===== src/rtl/debounce_pkg.sv =====
// Shared definitions for the switch debouncer: per-channel state encoding
// and the default stability window.
package debounce_pkg;

    // Encoding chosen so bit 1 matches the committed level in the stable
    // states (ST_LO=0x, ST_HI=1x) and the waiting states sit one bit away.
    typedef enum logic [1:0] {
        ST_LO = 2'b00,
        WT_HI = 2'b01,
        ST_HI = 2'b11,
        WT_LO = 2'b10
    } state_t;

    localparam int DEBOUNCE_CYCLES_DEFAULT = 16;

endpackage


===== src/rtl/debounce_channel.sv =====
// One debounced switch input: 2-flop synchroniser, 4-state stability FSM
// with a run counter, registered level and registered rise/fall pulses.
module debounce_channel
    import debounce_pkg::*;
#(
    parameter int DEBOUNCE_CYCLES = DEBOUNCE_CYCLES_DEFAULT
) (
    input  logic clk,
    input  logic reset,
    input  logic raw,
    output logic level,
    output logic rise,
    output logic fall
);

    localparam int CNT_W = $clog2(DEBOUNCE_CYCLES);
    localparam logic [CNT_W-1:0] CNT_MAX = CNT_W'(DEBOUNCE_CYCLES - 1);

    if (DEBOUNCE_CYCLES < 2) begin : g_bad_cycles
        $error("debounce_channel: DEBOUNCE_CYCLES must be >= 2");
    end

    logic             s1;
    logic             s2;
    state_t           state;
    state_t           state_nx;
    logic [CNT_W-1:0] cnt;
    logic [CNT_W-1:0] cnt_nx;
    logic             level_nx;
    logic             rise_nx;
    logic             fall_nx;

    // Bring the asynchronous raw input into the clk domain.
    always_ff @(posedge clk or posedge reset) begin
        if (reset) begin
            s1 <= 1'b0;
            s2 <= 1'b0;
        end else begin
            s1 <= raw;
            s2 <= s1;
        end
    end

    // State, counter, level and pulse registers; a reset discards any
    // partially counted transition.
    always_ff @(posedge clk or posedge reset) begin
        if (reset) begin
            state <= ST_LO;
            cnt   <= '0;
            level <= 1'b0;
            rise  <= 1'b0;
            fall  <= 1'b0;
        end else begin
            state <= state_nx;
            cnt   <= cnt_nx;
            level <= level_nx;
            rise  <= rise_nx;
            fall  <= fall_nx;
        end
    end

    // Next-state logic: a candidate level is committed only after
    // DEBOUNCE_CYCLES consecutive synchronised samples agree with it.
    always_comb begin
        state_nx = state;
        cnt_nx   = '0;
        level_nx = level;
        rise_nx  = 1'b0;
        fall_nx  = 1'b0;
        case (state)
            ST_LO: begin
                if (s2) begin
                    state_nx = WT_HI;
                    cnt_nx   = CNT_W'(1);
                end
            end
            WT_HI: begin
                if (!s2) begin
                    state_nx = ST_LO;
                end else if (cnt == CNT_MAX) begin
                    state_nx = ST_HI;
                    level_nx = 1'b1;
                    rise_nx  = 1'b1;
                end else begin
                    cnt_nx = cnt + 1'b1;
                end
            end
            ST_HI: begin
                if (!s2) begin
                    state_nx = WT_LO;
                    cnt_nx   = CNT_W'(1);
                end
            end
            WT_LO: begin
                if (s2) begin
                    state_nx = ST_HI;
                end else if (cnt == CNT_MAX) begin
                    state_nx = ST_LO;
                    level_nx = 1'b0;
                    fall_nx  = 1'b1;
                end else begin
                    cnt_nx = cnt + 1'b1;
                end
            end
            default: begin
                // Unreachable with the current encoding; kept so any
                // corrupted state falls back to a known idle condition.
                state_nx = ST_LO;
                level_nx = 1'b0;
            end
        endcase
    end

endmodule


===== src/rtl/dual_input_debouncer.sv =====
// Two independent debounced switch channels feeding the sequence-detector
// FSM (levels a/b) plus per-channel edge pulses for board-level consumers.
module dual_input_debouncer
    import debounce_pkg::*;
#(
    parameter int DEBOUNCE_CYCLES = DEBOUNCE_CYCLES_DEFAULT
) (
    input  logic clk,
    input  logic reset,
    input  logic a_raw,
    input  logic b_raw,
    output logic a,
    output logic b,
    output logic a_rise,
    output logic a_fall,
    output logic b_rise,
    output logic b_fall
);

    debounce_channel #(
        .DEBOUNCE_CYCLES(DEBOUNCE_CYCLES)
    ) u_chan_a (
        .clk  (clk),
        .reset(reset),
        .raw  (a_raw),
        .level(a),
        .rise (a_rise),
        .fall (a_fall)
    );

    debounce_channel #(
        .DEBOUNCE_CYCLES(DEBOUNCE_CYCLES)
    ) u_chan_b (
        .clk  (clk),
        .reset(reset),
        .raw  (b_raw),
        .level(b),
        .rise (b_rise),
        .fall (b_fall)
    );

endmodule


===== config.mk =====
export PLATFORM = sky130hd
export DESIGN_NAME = dual_input_debouncer
export DESIGN_NICKNAME = d
export VERILOG_FILES = /design/src/rtl/debounce_pkg.sv /design/src/rtl/debounce_channel.sv /design/src/rtl/dual_input_debouncer.sv
export SDC_FILE = /design/constraint.sdc
export NUM_CORES = 1
export LEC_CHECK = 0
export BUFFER_PORTS_ARGS = -buffer_cell sky130_fd_sc_hd__clkbuf_2
export CAP_MARGIN = 10
export CELL_PAD_IN_SITES_DETAIL_PLACEMENT = 0
export CELL_PAD_IN_SITES_GLOBAL_PLACEMENT = 1
export CORE_MARGIN = 2
export CORE_UTILIZATION = 23
export CTS_CLUSTER_SIZE = 8
export DETAILED_ROUTE_END_ITERATION = 8
export PLACE_DENSITY_LB_ADDON = 0.05
export SYNTH_ARGS = -nofsm -noshare
export SYNTH_HDL_FRONTEND = slang
export SYNTH_SLANG_ARGS = --single-unit

===== constraint.sdc =====
create_clock -name clk -period 1.49 [get_ports clk]
set_input_delay 0.149 -clock clk [delete_from_list [all_inputs] [get_ports clk]]
set_output_delay 0.149 -clock clk [all_outputs]
set_load 0.01 [all_outputs]

**After elaboration in Yosys (flattened, before gate mapping)**

Cells that the tools add are included.

- Flip-flop bits (word level): 22
- Bits of input ports: 4
- Output and inout bits: 6

- Add/subtract/negate cells: 2
- Eq/ne operators: 24
- Muxes and demuxes: 46
- Reductions and logical operators: 8

Operators with widths:

| kind | count |
|---|---|
| $pmux 4 s4 | 2 |
| $mux 2 | 12 |
| $mux 4 | 6 |
| $mux 1 | 22 |
| $ne 2x1->1 const B | 8 |
| $pmux 2 s4 | 2 |
| $reduce_and 5->1 | 2 |
| $add 4x1->4 const B | 2 |
| $eq 2x2->1 const B | 4 |
| $eq 4x4->1 const B | 2 |
| $ne 2x2->1 const B | 4 |
| $reduce_and 4->1 | 2 |
| $ne 3x1->1 const B | 2 |
| $ne 3x3->1 const B | 2 |
| $eq 2x1->1 const B | 2 |
| $logic_not 2->1 | 2 |
| $pmux 1 s2 | 2 |
| $reduce_bool 2->1 | 2 |

**Logic depth before layout (Yosys ltp)**

- Depth in word-level cells: 4
- Depth in mapped cells: 6
- Mapped depth without buffers: 6

**Cells and area by module**

From an unflattened synthesis, not the netlist that was laid out.

- Cell total of the unflattened synthesis: 107
- Area total of the unflattened synthesis: 1,173.6 um2

By module, submodules not included:

| module | instances | cells each | area an instance (um2) |
|---|---|---|---|
| debounce_channel (u_chan_a) | 1 | 55 | 589.3 |
| debounce_channel (u_chan_b) | 1 | 52 | 584.3 |

**Least setup slack after synthesis**

No wires, ideal clock.

- Kind: flip-flop to flip-flop
- Start point: register u_chan_a.state[0]
- End point: register u_chan_a.state[1]
- Library setup time: 0.125 ns
- Arrival: 1.351 ns
- Data required time: 1.365 ns
- Slack: 0.014 ns
- Stages on the path, launching flop included: 7
- Buffers on the path: 0
- Clock period less this slack: 1.476 ns
- Path through: dfrtp_1 inv_1 ha_1 mux2_4 nand2_2 nand2_2 mux2_4

- Longest elaborated chain between the ends: 3
- Elaborated cells between the ends (all ways): 10

RTL lines:

| what | line | RTL |
|---|---|---|
| from (decl) | debounce_channel.sv:25 | `state_t state;` |
| from (signal assigned) | debounce_channel.sv:54 | `state <= state_nx;` |
| $eq 2x2->1 (tied with other cells) | debounce_channel.sv:70 | `case (state)` |
| $ne 3x1->1 (no source line) (tied with other cells) | -- |  |
| $reduce_and 4->1 (no source line) | -- |  |

Parallel ways exist; a longest one is shown, timed or not.
A chain may end at the register's enable or synchronous reset.

**Worst setup path in the final report**

- Start point: register u_chan_a.state[1]
- End point: register u_chan_a.state[1]

The elaborated chain is that of the path after synthesis.

==> qor.yml <==
finalCritPeriodShare_pct: 103
maxCapViolations: 0
p_leak_nw: 0.698
io_pins: 10
cp.required_ns: 1.64
ys_ff_latch: 22
status: "finished with violations"
whs_ns: 0.357
hp-class: "reg2reg"
drive_above_1_share_pct: 37.8
hold_violations: 0
wl_per_cell_um: 11.9
h-tree-depth: 1
fin_worst_skew_ns: 0.00743
syn_inst: 107
drt.antenna.violating_nets: 0
initial_core_util_pct: 23.9
diodes: 0
async_reset_ff_share_pct: 100
rows: 25
final_cells: 202
die_w_um: 74.4
drt-total-wl_um: 2400
synth_cell_types: 31
viasPerCell: 4.04
dp_hpwl_um: 1630
drt_pass1_iterations: 4
drtIter0Drc: 28
yosysTopAreaCell: "dfrtp_1"
fin_setup_tns_ns: -0.0735
insertion_delay_ns: 0.26
synth_edf_count: 0
dp_cells: 191
synth-warning-count: 0
port-buffer-count: 9
tightest_slew_ns: 0.313
grt_overflow: 0
clk_path_buf_depth: 2
core_area_um2: 4750
grtUsageTotal_pct: 9.23
cts_made_buffers: 3
synth_nets: 122
syn_area_per_cell_um2: 10.6
grt_max_degree: 23
max_slew_margin_pct: 79.1
synth_top_area_share_pct: 48.4
clkTransAtPathRegs_ns: 0.08
final_nets: 152
antenna_found_initial: 0
rsz0062_at_grt: "yes"
synth_area_leaders: "dfrtp_1 (48%), ha_1 (12%), inv_1 (3.6%), a21oi_1 (3.5%), nor2_1 (3.3%)"
grt_pass1_wl_um: 3890
fillCellCount: 517
drc_errors: 0
vias: 816
ir_drop_mv: 0.597
max_freq_mhz: 650
area_growth_pct: 35.1
ys_seq_area_share_pct: 48.4
dieArea_um2: 5530
crit_type: "reg2reg"
cp_data_arrival_time_ns: 1.69
power.density_nw_per_um2: 1630
startpoint_type: "flip-flop"
failed_checks: "setup timing"
end_kind: "flip-flop"
layout_setup_ws_ns: -0.0492
numClockSinks: 22
grt_pass1_vias: 808
setup_violations: 3
gp_congestion: 0.715
tritoncts: "done"
die_h_um: 74.4
post-route-min-period_ns: 1.54
synthesis.area_um2: 1140
drv_slew: 0
dp_worst_setup_slack_ns: -0.0557
yosys_most_used_dff: "dfrtp_1"
cts_root_buf: "clkbuf_8"
crit_fanout: 4
## cell families after synthesis
family          share of synthesized area [%]
compound gates                           11.5
xor+xnor                                 3.08
fa+ha+maj                                12.1
buf+inv                                  5.60
flops                                    48.4
mux                                      5.38
simple gates                             14.0
## cell usage after synthesis (2+ instances only)
library cell	number
xor2_1	2
dfrtp_1	22
mux2i_1	2
o41ai_1	2
nor3b_1	4
nor3_1	2
nand3_1	4
nor2_1	10
o21ai_0	4
inv_1	11
a21oi_1	8
ha_1	11
nand2_2	2
nor2b_1	2
nand2_1	2
mux2_4	2
xnor2_1	2
nand4_1	2
## final cells by class
class | instances | area (um^2) | share of cell area (%)
tap | 67 | 83.8 | 5.45
inverter | 11 | 41.3 | 2.69
sequential | 22 | 552 | 35.9
clock buffer | 3 | 41.3 | 2.69
multi-input combinational | 71 | 624 | 40.6
timing repair buffer | 28 | 195 | 12.7
## report_power, final
part	switching (mW)	total, mW	internal, mW
Combinational	0.653	1.33	0.681
Sequential	0.112	0.821	0.710
Clock	0.176	0.356	0.180
Total	0.941	2.51	1.57
## final timing paths
kind	to	slack, ns	start	depth (start not counted)
setup / recovery	u_chan_a.state[1]	-0.05	u_chan_a.state[1]	6
hold / removal	u_chan_a.s2	0.36	u_chan_a.s1	0
setup reg to reg	u_chan_a.state[1]	-0.05	u_chan_a.state[1]	6
hold reg to reg	u_chan_a.s2	0.36	u_chan_a.s1	0
max in group asynchronous	u_chan_a.state[0]	0.76	reset	4
min in group asynchronous	u_chan_b.state[1]	0.46	reset	4
## registers in the layout, summed over array words and instances (netlist names)
name	flops
u_chan_b.level	1
u_chan_a.rise	1
u_chan_a.state	2
u_chan_b.rise	1
u_chan_b.cnt	4
u_chan_a.fall	1
u_chan_b.state	2
u_chan_b.s2	1
u_chan_a.s1	1
u_chan_b.s1	1
u_chan_a.cnt	4
u_chan_a.level	1
u_chan_a.s2	1
u_chan_b.fall	1
## repair_timing
item,CTS,global route
setup buffers,2,3
pin swaps,1,4
endpoints found under the setup margin,3,10
resized for setup,4,17
cloned,0,0
hold buffers,3,0
hold endpoints to repair,24,0
## layer usage
metal  wire length (um)  share of wire, %  GRT usage, %  vias up
met5                  0                 0             0        -
met4                 21              0.88          2.38        0
met3                 79               3.3          2.57        2
met2               1040                43          13.8       11
met1               1260                53          13.2      377
li1                   -                 -             -      426
## layout by cell type (no fill, tap or decap), types with 2 or more instances in the layout
| cell type | Yosys | routed |
|---|---|---|
| a21oi_1 | 8 | 6 |
| a21oi_2 | 0 | 2 |
| buf_4 | 1 | 16 |
| clkbuf_2 | 0 | 9 |
| clkbuf_8 | 0 | 3 |
| dfrtp_1 | 22 | 21 |
| dlygate4sd3_1 | 0 | 3 |
| ha_1 | 11 | 5 |
| ha_2 | 0 | 3 |
| ha_4 | 0 | 3 |
| inv_1 | 11 | 9 |
| inv_2 | 0 | 2 |
| mux2_4 | 2 | 2 |
| nand2_1 | 2 | 2 |
| nand3_1 | 4 | 4 |
| nand4_1 | 2 | 2 |
| nor2_1 | 10 | 10 |
| nor2b_1 | 2 | 2 |
| nor3_1 | 2 | 2 |
| nor3b_1 | 4 | 3 |
| o21ai_0 | 4 | 4 |
| o41ai_2 | 0 | 2 |
| xnor2_1 | 2 | 2 |
| xor2_1 | 2 | 2 |
## through the flow
stage | utilization, % | power, mW | area, um^2
6_report | 32.3 | 2.51 | 1540
5_1_grt | 32.3 | 2.73 | 1540
4_1_cts | 29.9 | 2.30 | 1420
3_5_place_dp | 27.9 | 1.86 | 1330
3_3_place_gp | 27.9 | 1.88 | 1330
2_1_floorplan | - | 1.54 | 1140
## critical path: stages, from the launching register on
cell	delay, ns
dfrtp_1	0.44
inv_2	0.10
ha_4	0.17
mux2_4	0.30
nand2_4	0.07
nand2_2	0.05
mux2_4	0.29
Note: power is estimated with default switching activity, not from simulation.
